### src/rtl/codec_rx_intf.sv
// codec_rx_intf
//   Master-mode serial audio receiver. Derives the codec bit clock (SCLK) and
//   word clock (LRCLK) from a free-running 10-bit frame counter, deserializes
//   SDout into 16-bit signed left/right samples and presents each pair with a
//   one-cycle vld strobe once per 1024-clk frame. The first DISCARD_FRAMES
//   complete frames after reset are dropped while the codec settles.
//
// Ports
//   clk         system clock
//   rst_n       synchronous, active-low reset
//   SDout       serial data from codec, MSB first, asynchronous to clk
//   SCLK        bit clock to codec, period 32 clk
//   LRCLK       word clock to codec, low = left half, high = right half
//   lft_chnnl   signed left sample, two's complement
//   rght_chnnl  signed right sample, two's complement
//   vld         one-cycle strobe, new lft_chnnl/rght_chnnl pair valid

module codec_rx_intf #(
    parameter int DISCARD_FRAMES = 2
) (
    input  logic        clk,
    input  logic        rst_n,
    input  logic        SDout,
    output logic        SCLK,
    output logic        LRCLK,
    output logic [15:0] lft_chnnl,
    output logic [15:0] rght_chnnl,
    output logic        vld
);

    localparam logic [3:0] DISCARD_INIT = 4'(DISCARD_FRAMES);

    logic [9:0]  cnt;
    logic        sync1;
    logic        sync2;
    logic [15:0] lft_shft;
    logic [15:0] rght_shft;
    logic [3:0]  discard_cnt;
    logic        capture;
    logic        frame_end;

    // Sample two clk after the SCLK rising edge: SCLK is cnt[4] delayed one
    // clk, and the synchronizer adds another clk of latency on SDout.
    assign capture   = (cnt[4:0] == 5'b10001);
    assign frame_end = (cnt == 10'h3FF);

    // Timing base; SCLK/LRCLK are registered so they never glitch.
    always_ff @(posedge clk) begin
        if (!rst_n) begin
            cnt   <= 10'd0;
            SCLK  <= 1'b0;
            LRCLK <= 1'b0;
        end else begin
            cnt   <= cnt + 10'd1;
            SCLK  <= cnt[4];
            LRCLK <= cnt[9];
        end
    end

    always_ff @(posedge clk) begin
        if (!rst_n) begin
            sync1 <= 1'b0;
            sync2 <= 1'b0;
        end else begin
            sync1 <= SDout;
            sync2 <= sync1;
        end
    end

    // Each half shifts exactly 16 bits, so at frame end the registers hold a
    // complete word without needing to be cleared between frames.
    always_ff @(posedge clk) begin
        if (!rst_n) begin
            lft_shft  <= 16'h0000;
            rght_shft <= 16'h0000;
        end else if (capture) begin
            if (cnt[9]) begin
                rght_shft <= {rght_shft[14:0], sync2};
            end else begin
                lft_shft <= {lft_shft[14:0], sync2};
            end
        end
    end

    // Both channels load on the same edge so a pair is never split.
    always_ff @(posedge clk) begin
        if (!rst_n) begin
            lft_chnnl   <= 16'h0000;
            rght_chnnl  <= 16'h0000;
            vld         <= 1'b0;
            discard_cnt <= DISCARD_INIT;
        end else begin
            vld <= 1'b0;
            if (frame_end) begin
                if (discard_cnt == 4'd0) begin
                    lft_chnnl  <= lft_shft;
                    rght_chnnl <= rght_shft;
                    vld        <= 1'b1;
                end else begin
                    discard_cnt <= discard_cnt - 4'd1;
                end
            end
        end
    end

endmodule

### config.mk
export PLATFORM = sky130hd
export DESIGN_NAME = codec_rx_intf
export DESIGN_NICKNAME = d
export VERILOG_FILES = /design/src/rtl/codec_rx_intf.sv
export SDC_FILE = /design/constraint.sdc
export NUM_CORES = 1
export LEC_CHECK = 0
export BUFFER_PORTS_ARGS = -buffer_cell sky130_fd_sc_hd__buf_4
export CAP_MARGIN = 40
export CORE_ASPECT_RATIO = 0.6
export CORE_UTILIZATION = 40
export CTS_CLUSTER_DIAMETER = 30
export CTS_CLUSTER_SIZE = 30
export DETAILED_ROUTE_END_ITERATION = 6
export PLACE_DENSITY = 0.68
export SETUP_SLACK_MARGIN = 0.4
export SYNTH_ARGS = -nofsm -noshare
export SYNTH_HDL_FRONTEND = slang
export SYNTH_SLANG_ARGS = --single-unit
### constraint.sdc
create_clock -name clk -period 4.4 [get_ports clk]
set_clock_uncertainty 0.05 [all_clocks]
set_input_delay 0.22 -clock clk [delete_from_list [all_inputs] [get_ports clk]]
set_output_delay 0.22 -clock clk [all_outputs]
set_load 0.1 [all_outputs]
==> results.toml, run 1 <==
[outcome]
status = "finished, final reports clean"

[clock_network]
cts_max_path_buffers = 2
cts_tree = "yes"
cts.root.buffer_cell = "clkbuf_16"
numCtsBuffers = 9
cts.htree.levels = 3
hold_buffers = 0
ctsResizeCount = 0
clock_sinks = 83
insertion_delay_ns = 0.34
cts.reportedPaths.clkPinSlew_ns = 0.06
cts_setup_buffers = 0

[layout]
instances_no_fill = 512
antenna_cells = 0
drive_above_1_share = 0.168
syn_to_final_growth_pct = 18.3
final_net_count = 406

[floorplan]
core_area_mm2 = 0.00810
rows = 25
io_pins = 38
die_x_um = 122
initial_core_util = 0.426
die_area_mm2 = 0.00902
chipHeight_um = 74.0

[power]
p_leak_nw = 1.37
power.density_mw_per_mm2 = 375
peakVddDrop_uv = 188

[drt]
drtAntennaViolNets = 0
routed_via_density = 5.81
wl_per_cell_um = 16.2
vias = 2975
routed_wl_um = 8270
drc = 0
dr.pass1.iters = 5
drt-initial-drc-count = 175

[timing]
slew_violations = 0
fin_crit_sh = 0.597
layout_min_cycle_time_ns = 2.63
rsz0062_at_grt = "false"
slew_headroom = 0.465
finalSetupViolations = 0
tightestPinTransition_ns = 0.798
fin_hold_ws_ns = 0.0426
fmax_ghz = 0.381
hold_viol = 0
setup_tns_ns = 0

[synthesis]
synthXorXnorAreaFrac = 0.00761
yosysWarningCount = 0
synth_fp_nets = 396
ys_ff_latch = 83
synthSimpleGateAreaFrac = 0.191
syn_inst = 390
synthesis.area_mm2 = 0.00345
yosysTopAreaCellShare = 0.481
synth.area.top_cells = "dfxtp_1 (48%), a21oi_1 (9.9%), o31ai_1 (7.2%)"
synth_common_cells = "dfxtp_1 (83), a21oi_1 (68), nand3_1 (35)"
yosysTopAreaCell = "dfxtp_1"
synth_seq_area_share = 0.481
ys_types = 39
synth-compound-area-share = 0.221
synth_edf_count = 0
synth_adder_area_share = 0.0109
synth_top_family_by_area = "compound AO/OA/AOI/OAI gates"
synthMuxAreaShare = 0.0152
synthFlopType = "dfxtp_1"
async_reset_ff_frac = 0
syn_area_per_cell_um2 = 8.86
yosysMostFrequentCell = "dfxtp_1"

[critical_path]
required_ns = 4.56
cp_slowest_stage_delay_ns = 0.67
path_delay_family = "buffers and inverters"
cp-end-kind = "flip-flop"
crit_buf_inv = 2
cp_max_fo = 25
crit_top_cell = "buf_4"
worstPathArrival_ns = 2.79
path_cells = "buf_4, nand4bb_1, buf_4, o31ai_1, a21oi_1"
path_class = "flip-flop to flip-flop"
start_kind = "flip-flop"
cp_slowest_cell = "nand4bb_1"

[grt]
grt_pass1_vias = 2790
grt_antenna_before_repair = 0
grt_util_met3 = 0.0683
grt_usage = 0.199
grt_use_met2 = 0.296
grt_pass1_wl_um = 13900
grt_overflow_total = 0
use_met1 = 0.267
busiest_layer = "met2"
grt_start_max_net_pins = 54

[placed_design]
dpl.cell_count = 497
hpwl_um = 5030
gp_congestion = 0.750
port_buffers = 37

[hold_path]
hold_path_class = "input port to flip-flop"

[flow_run]
maxCapViolations = 0
[final timing paths]
kind / from / end / slack, ns / depth (start not counted)
worst min register to register: lft_chnnl[2] / lft_chnnl[2] / 0.42 / 2
worst min-delay path: SDout / sync1 / 0.04 / 2
worst max register to register: cnt[9] / lft_chnnl[1] / 1.77 / 5
worst max-delay path: cnt[9] / lft_chnnl[1] / 1.77 / 5
[power by group]
part           switching (W)  internal, W  total (W)
clock network       0.000285     0.000467   0.000752
registers         0.00000390     0.000755   0.000759
logic              0.0000155   0.00000618  0.0000217
total               0.000304      0.00123    0.00153
[stage by stage]
step | total power (W) | utilization | cell area [um^2] | setup WS, ns
2_1_floorplan | 0.000791 | - | 3450 | 2.84
3_3_place_gp | 0.000796 | 0.456 | 3690 | 1.88
3_5_place_dp | 0.000797 | 0.468 | 3790 | 1.77
4_1_cts | 0.00155 | 0.504 | 4090 | 1.78
5_1_grt | 0.00158 | 0.504 | 4090 | 1.54
6_report | 0.00153 | 0.504 | 4090 | 1.77
[state kept, by name, indices dropped and copies added, names as in the netlist]
name / flops
rght_chnnl: 16
sync1: 1
sync2: 1
SCLK: 1
lft_chnnl: 16
cnt: 10
discard_cnt: 4
LRCLK: 1
lft_shft: 16
rght_shft: 16
vld: 1
[cell usage in the layout (no fill, tap or decap), drive strengths merged]
master    n
o31ai    33
or4       1
buf      46
mux2      2
nor3b     1
nand3b    1
nand3    35
nor4      3
or4b      1
and4      2
clkbuf   13
nor4bb    1
or3       3
nand2b    1
a21oi    68
xor2      1
nand2     7
ha        3
bufinv    1
mux2i     3
clkinv    1
nor3      1
inv       7
nand4    36
o21ai    35
nand4bb   2
and2      2
xnor2     2
dfxtp    83
nor2      8
and4bb    1
[worst reg2reg max path: stages (launching register included)]
cell	delay (ns)
dfxtp_1	0.59
buf_4	0.35
nand4bb_1	0.68
buf_4	0.48
o31ai_1	0.25
a21oi_1	0.10
[logic make-up after synthesis]
| group | count (synthesis) |
|---|---|
| flops | 83 |
| simple gates | 106 |
| fa+ha+maj | 3 |
| xor+xnor | 3 |
| mux | 5 |
| compound gates | 136 |
| buf+inv | 54 |
[area by class of cell]
type                    count  area (um^2)
flip-flops and latches     83         1660
inverters                   7         26.3
well taps                 108          135
multi-input cells         253         1560
fillers                   771         4020
clock buffers              13          260
repair buffers             46          413
clock inverters             2         35.0
[layer usage]
metal  vias up  routed length (um)
li1       1467                   -
met1      1419                4160
met2        77                3570
met3        12                 442
met4         0                  94
met5         -                   0
Note: power is estimated with default switching activity, not from simulation.
==> inputs of run 2 (changes only) <==
clock period = 2.6 ns   (was 4.4 ns; I/O delays follow)
==> results.toml, run 2 (synthesized netlist as in run 1, its figures left out) <==
[drt]
drc = 0
wl_per_cell_um = 16.2
drtAntennaViolNets = 0
routed_wl_um = 8410
routed_via_density = 5.85
dr.pass1.iters = 4
vias = 3038
drt-initial-drc-count = 151

[layout]
layout_common_cells = "dfxtp_1 (83), a21oi_1 (68), buf_4 (48), nand3_1 (35), nand4_1 (34)"
final_net_count = 412
fin_util = 0.511
syn_to_final_growth_pct = 19.7
nFillCells = 745
final_common_cell = "dfxtp_1"
antenna_cells = 0
drive_above_1_share = 0.185

[critical_path]
worst_r2r_startpoint = "cnt[0]"
cp_max_fo = 14
regToRegSetupSlack_ns = 0.61
cp-end-kind = "flip-flop"
reg2reg_depth = 5
start_kind = "flip-flop"
worstPathArrival_ns = 2.22
required_ns = 2.83
reg2reg_to = "cnt[8]"
path_class = "flip-flop to flip-flop"

[placed_design]
port_buffers = 37
hpwl_um = 5150
gp_congestion = 0.747

[timing]
layout_min_cycle_time_ns = 1.99
hold_viol = 0
slew_headroom = 0.654
fmax_ghz = 0.501
rsz0062_at_grt = "false"
finalSetupViolations = 0
fin_crit_sh = 0.767
setup_tns_ns = 0
tightestPinTransition_ns = 0.519
slew_violations = 0

[power]
p_leak_nw = 1.41
power.density_mw_per_mm2 = 657
peakVddDrop_uv = 471

[clock_network]
insertion_delay_ns = 0.34
ctsResizeCount = 0
cts_max_path_buffers = 2
cts.htree.levels = 3
cts.reportedPaths.clkPinSlew_ns = 0.06
cts_tree = "yes"
clock_sinks = 83
cts.root.buffer_cell = "clkbuf_16"
numCtsBuffers = 9

[floorplan]
die_area_mm2 = 0.00902
rows = 25
io_pins = 38
initial_core_util = 0.426
core_area_mm2 = 0.00810
chipHeight_um = 74.0
die_x_um = 122

[grt]
grt_pass1_vias = 2762
grt_pass1_wl_um = 13900
grt_start_max_net_pins = 50
grt_usage = 0.200
grt_antenna_before_repair = 0
grt_overflow_total = 0

[hold_path]
hold_path_class = "input port to flip-flop"
hold_path_end = "sync1"
min_path_cells = 2
min_from = "rst_n"

[flow_run]
maxCapViolations = 0

[outcome]
status = "finished, final reports clean"
==> run 2: final cells by class <==
class / count / area [um^2] / area share
clock buffers: 11 / 253 / 0.0611
clock inverters: 5 / 75.1 / 0.0181
inverters: 7 / 26.3 / 0.00635
multi-input cells: 253 / 1560 / 0.376
flip-flops and latches: 83 / 1660 / 0.402
well taps: 108 / 135 / 0.0327
repair buffers: 52 / 430 / 0.104
==> run 2: how the worst max path moves through the flow <==
stage	slack (ns)	startpoint	endpoint	depth (start not counted)
after CTS	0.60	cnt[0]	discard_cnt[1]	4
after global routing	0.47	cnt[0]	lft_chnnl[6]	5
final	0.61	cnt[0]	cnt[8]	5
after global placement	0.69	cnt[0]	cnt[8]	5
after detailed placement	0.61	cnt[0]	discard_cnt[1]	4
after floorplan	1.04	cnt[0]	lft_chnnl[0]	6
==> run 2: worst max-delay path: stages (launching register included) <==
cell and delay [ns]:
dfxtp_1 0.40, ha_1 0.26, nand4_2 0.41, buf_4 0.35, or3_1 0.31, a21oi_1 0.14
==> run 2: power by group <==
| group | internal (W) | switching, W | total (W) |
|---|---|---|---|
| clock | 0.000888 | 0.000505 | 0.00139 |
| sequential | 0.00128 | 0.00000689 | 0.00128 |
| combinational | 0.0000136 | 0.0000271 | 0.0000407 |
==> run 2: stage by stage <==
step | setup WS [ns] | instance area [um^2] | power (W) | std cells | hold slack (ns)
5_1_grt | 0.470 | 4140 | 0.00280 | 519 | 0.0543
3_5_place_dp | 0.609 | 3800 | 0.00135 | 502 | 0.295
6_report | 0.606 | 4140 | 0.00272 | 519 | 0.0475
4_1_cts | 0.595 | 4140 | 0.00273 | 519 | 0.0480
2_1_floorplan | 1.04 | 3450 | 0.00134 | 390 | 0.207
3_3_place_gp | 0.686 | 3800 | 0.00135 | 502 | 0.298
==> run 2: repair_timing <==
item	4_1_cts	5_1_grt
setup buffers	0	0
hold buffers	1	0
endpoints found under the hold margin	1	0
==> run 2: routing by layer <==
| layer | share of wire | vias up | global-route usage |
|---|---|---|---|
| met2 | 0.44 | 82 | 0.303 |
| met4 | 0.011 | 0 | 0.0590 |
| met5 | 0 | - | 0 |
| met3 | 0.061 | 11 | 0.0606 |
| li1 | - | 1478 | - |
| met1 | 0.49 | 1467 | 0.276 |
==> inputs of run 3 (changes only) <==
ABC_AREA = 1   (was default)
clock period = 2 ns   (was 2.6 ns; I/O delays follow)
==> results.toml, run 3 <==
[critical_path]
path_cells = "ha_4, nand2_4, nor2_4, nand4_4, buf_12, clkbuf_16, nor2_1, nor2_1"
worstPathArrival_ns = 1.73
path_class = "flip-flop to flip-flop"
crit_top_cell = "nor2_1"
cp-end-kind = "flip-flop"
cp_max_fo = 9
required_ns = 2.18
cp_slowest_stage_delay_ns = 0.39
start_kind = "flip-flop"
cp_slowest_cell = "dfxtp_4"

[layout]
register_area_mm2 = 0.00167
nFillCells = 741
antenna_cells = 0
drive_above_1_share = 0.163
syn_to_final_growth_pct = 27.9
final_net_count = 499
multiInputGateArea_mm2 = 0.00122
layout_common_cells = "nand2_1 (86), dfxtp_1 (80), nor2_1 (79), inv_1 (76), buf_4 (45)"
final_common_cell = "nand2_1"

[drt]
drt-initial-drc-count = 144
routed_via_density = 4.48
drtAntennaViolNets = 0
routed_wl_um = 6480
dr.pass1.iters = 7
drc = 2
vias = 2706
wl_per_cell_um = 10.7

[clock_network]
clock_sinks = 83
cts_max_path_buffers = 2
cts.reportedPaths.clkPinSlew_ns = 0.06
insertion_delay_ns = 0.34
cts.root.buffer_cell = "clkbuf_16"
numCtsBuffers = 9
cts_tree = "yes"
cts.htree.levels = 3

[timing]
finalSetupViolations = 0
slew_headroom = 0.753
layout_min_cycle_time_ns = 1.56
setup_tns_ns = 0
rsz0062_at_grt = "false"
slew_violations = 0
fin_crit_sh = 0.778
fmax_ghz = 0.643
final.setup.worst_slack_ns = 0.445
hold_viol = 0
tightestPinTransition_ns = 0.371

[placed_design]
port_buffers = 37
gp_congestion = 0.765
dp_slack_ns = 0.303
hpwl_um = 3710

[synthesis]
synthesis.area_mm2 = 0.00325
synthSimpleGateAreaFrac = 0.221
synth.area.top_cells = "dfxtp_1 (51%), nand2_1 (10%), nor2_1 (9.1%)"
yosysWarningCount = 0
synth_top_family_by_area = "simple AND/OR/NAND/NOR gates"
synth-compound-area-share = 0.120
yosysTopAreaCell = "dfxtp_1"
ys_types = 23
yosysTopAreaCellShare = 0.512
synthFlopType = "dfxtp_1"
synth_fp_nets = 455
syn_area_per_cell_um2 = 7.23
synth_adder_area_share = 0.0116
ys_ff_latch = 83
syn_inst = 449
synth_common_cells = "nand2_1 (89), dfxtp_1 (83), nor2_1 (79)"
async_reset_ff_frac = 0
synthMuxAreaShare = 0
synthXorXnorAreaFrac = 0.00810
synth_seq_area_share = 0.512
synth_edf_count = 0
yosysMostFrequentCell = "nand2_1"

[hold_path]
hold_path_class = "input port to flip-flop"

[floorplan]
die_x_um = 118
chipHeight_um = 71.8
rows = 25
die_area_mm2 = 0.00849
initial_core_util = 0.413
core_area_mm2 = 0.00785
io_pins = 38

[grt]
grt_antenna_before_repair = 0
grt_start_max_net_pins = 43
grt_pass1_vias = 2272
grt_pass1_wl_um = 9860
grt_usage = 0.149
grt_overflow_total = 0

[power]
power.density_mw_per_mm2 = 801
peakVddDrop_uv = 498
power_w = 0.00332
p_leak_nw = 2.03

[outcome]
violations = "DRC"
status = "finished, violations left"

[flow_run]
maxCapViolations = 0
==> run 3: kinds of logic (layout without fill, tap and decap cells) <==
group / count (synthesis) / in the layout
compound gates: 77 / 77
xor+xnor: 3 / 3
fa+ha+maj: 3 / 3
buf+inv: 102 / 149
flops: 83 / 83
simple gates: 181 / 181
==> run 3: area by class of cell <==
class,instances,share of cell area
Inverter,80,0.0724
Sequential cell,83,0.402
Clock inverter,3,0.00965
Tap cell,108,0.0326
Timing Repair Buffer,55,0.131
Multi-Input combinational cell,264,0.294
Clock buffer,11,0.0585
==> run 3: what timing repair did <==
action                                 4_1_cts  5_1_grt
buffers inserted                             1        5
endpoints found under the hold margin        1        0
setup endpoints to repair                   34       35
gates cloned                                 0        6
hold buffers                                 1        0
pin swaps                                    1        4
resized for setup                            3       19
==> run 3: worst paths after layout <==
path,cells past startpoint,slack (ns),to,start
min reg2reg,2,0.38,sync2,sync1
min,2,0.08,discard_cnt[1],rst_n
max reg2reg,8,0.44,rght_chnnl[1],cnt[0]
max,8,0.44,rght_chnnl[1],cnt[0]
==> run 3: critical path: cells and delay by family (launching register included) <==
| kind | cells | cell delay, ns |
|---|---|---|
| and+or+nand+nor | 5 | 0.50 |
| DFF | 1 | 0.39 |
| adders and majority gates | 1 | 0.15 |
| buffers and inverters | 2 | 0.35 |
==> run 3: per-stage QoR <==
step,hold slack [ns],instance area (um^2),instances,utilization
global route,0.0857,4150,604,0.529
CTS,0.0707,3890,593,0.495
floorplan,0.148,3250,449,-
detailed placement,0.254,3580,577,0.456
finish,0.0778,4150,604,0.529
global placement,0.257,3580,577,0.456
==> run 3: where the power goes <==
group	total (W)	internal, W	switching (W)
clock	0.00159	0.000982	0.000611
sequential	0.00167	0.00166	0.00000957
combinational	0.0000605	0.0000197	0.0000408
total	0.00332	0.00266	0.000661
==> run 3: per-layer routing <==
metal  global-route usage  vias up  wire, um
li1                     -     1442         -
met1                0.177     1203      3260
met2                0.233       51      2760
met3               0.0764       10       374
met4               0.0541        0        84
met5                    0        -         0
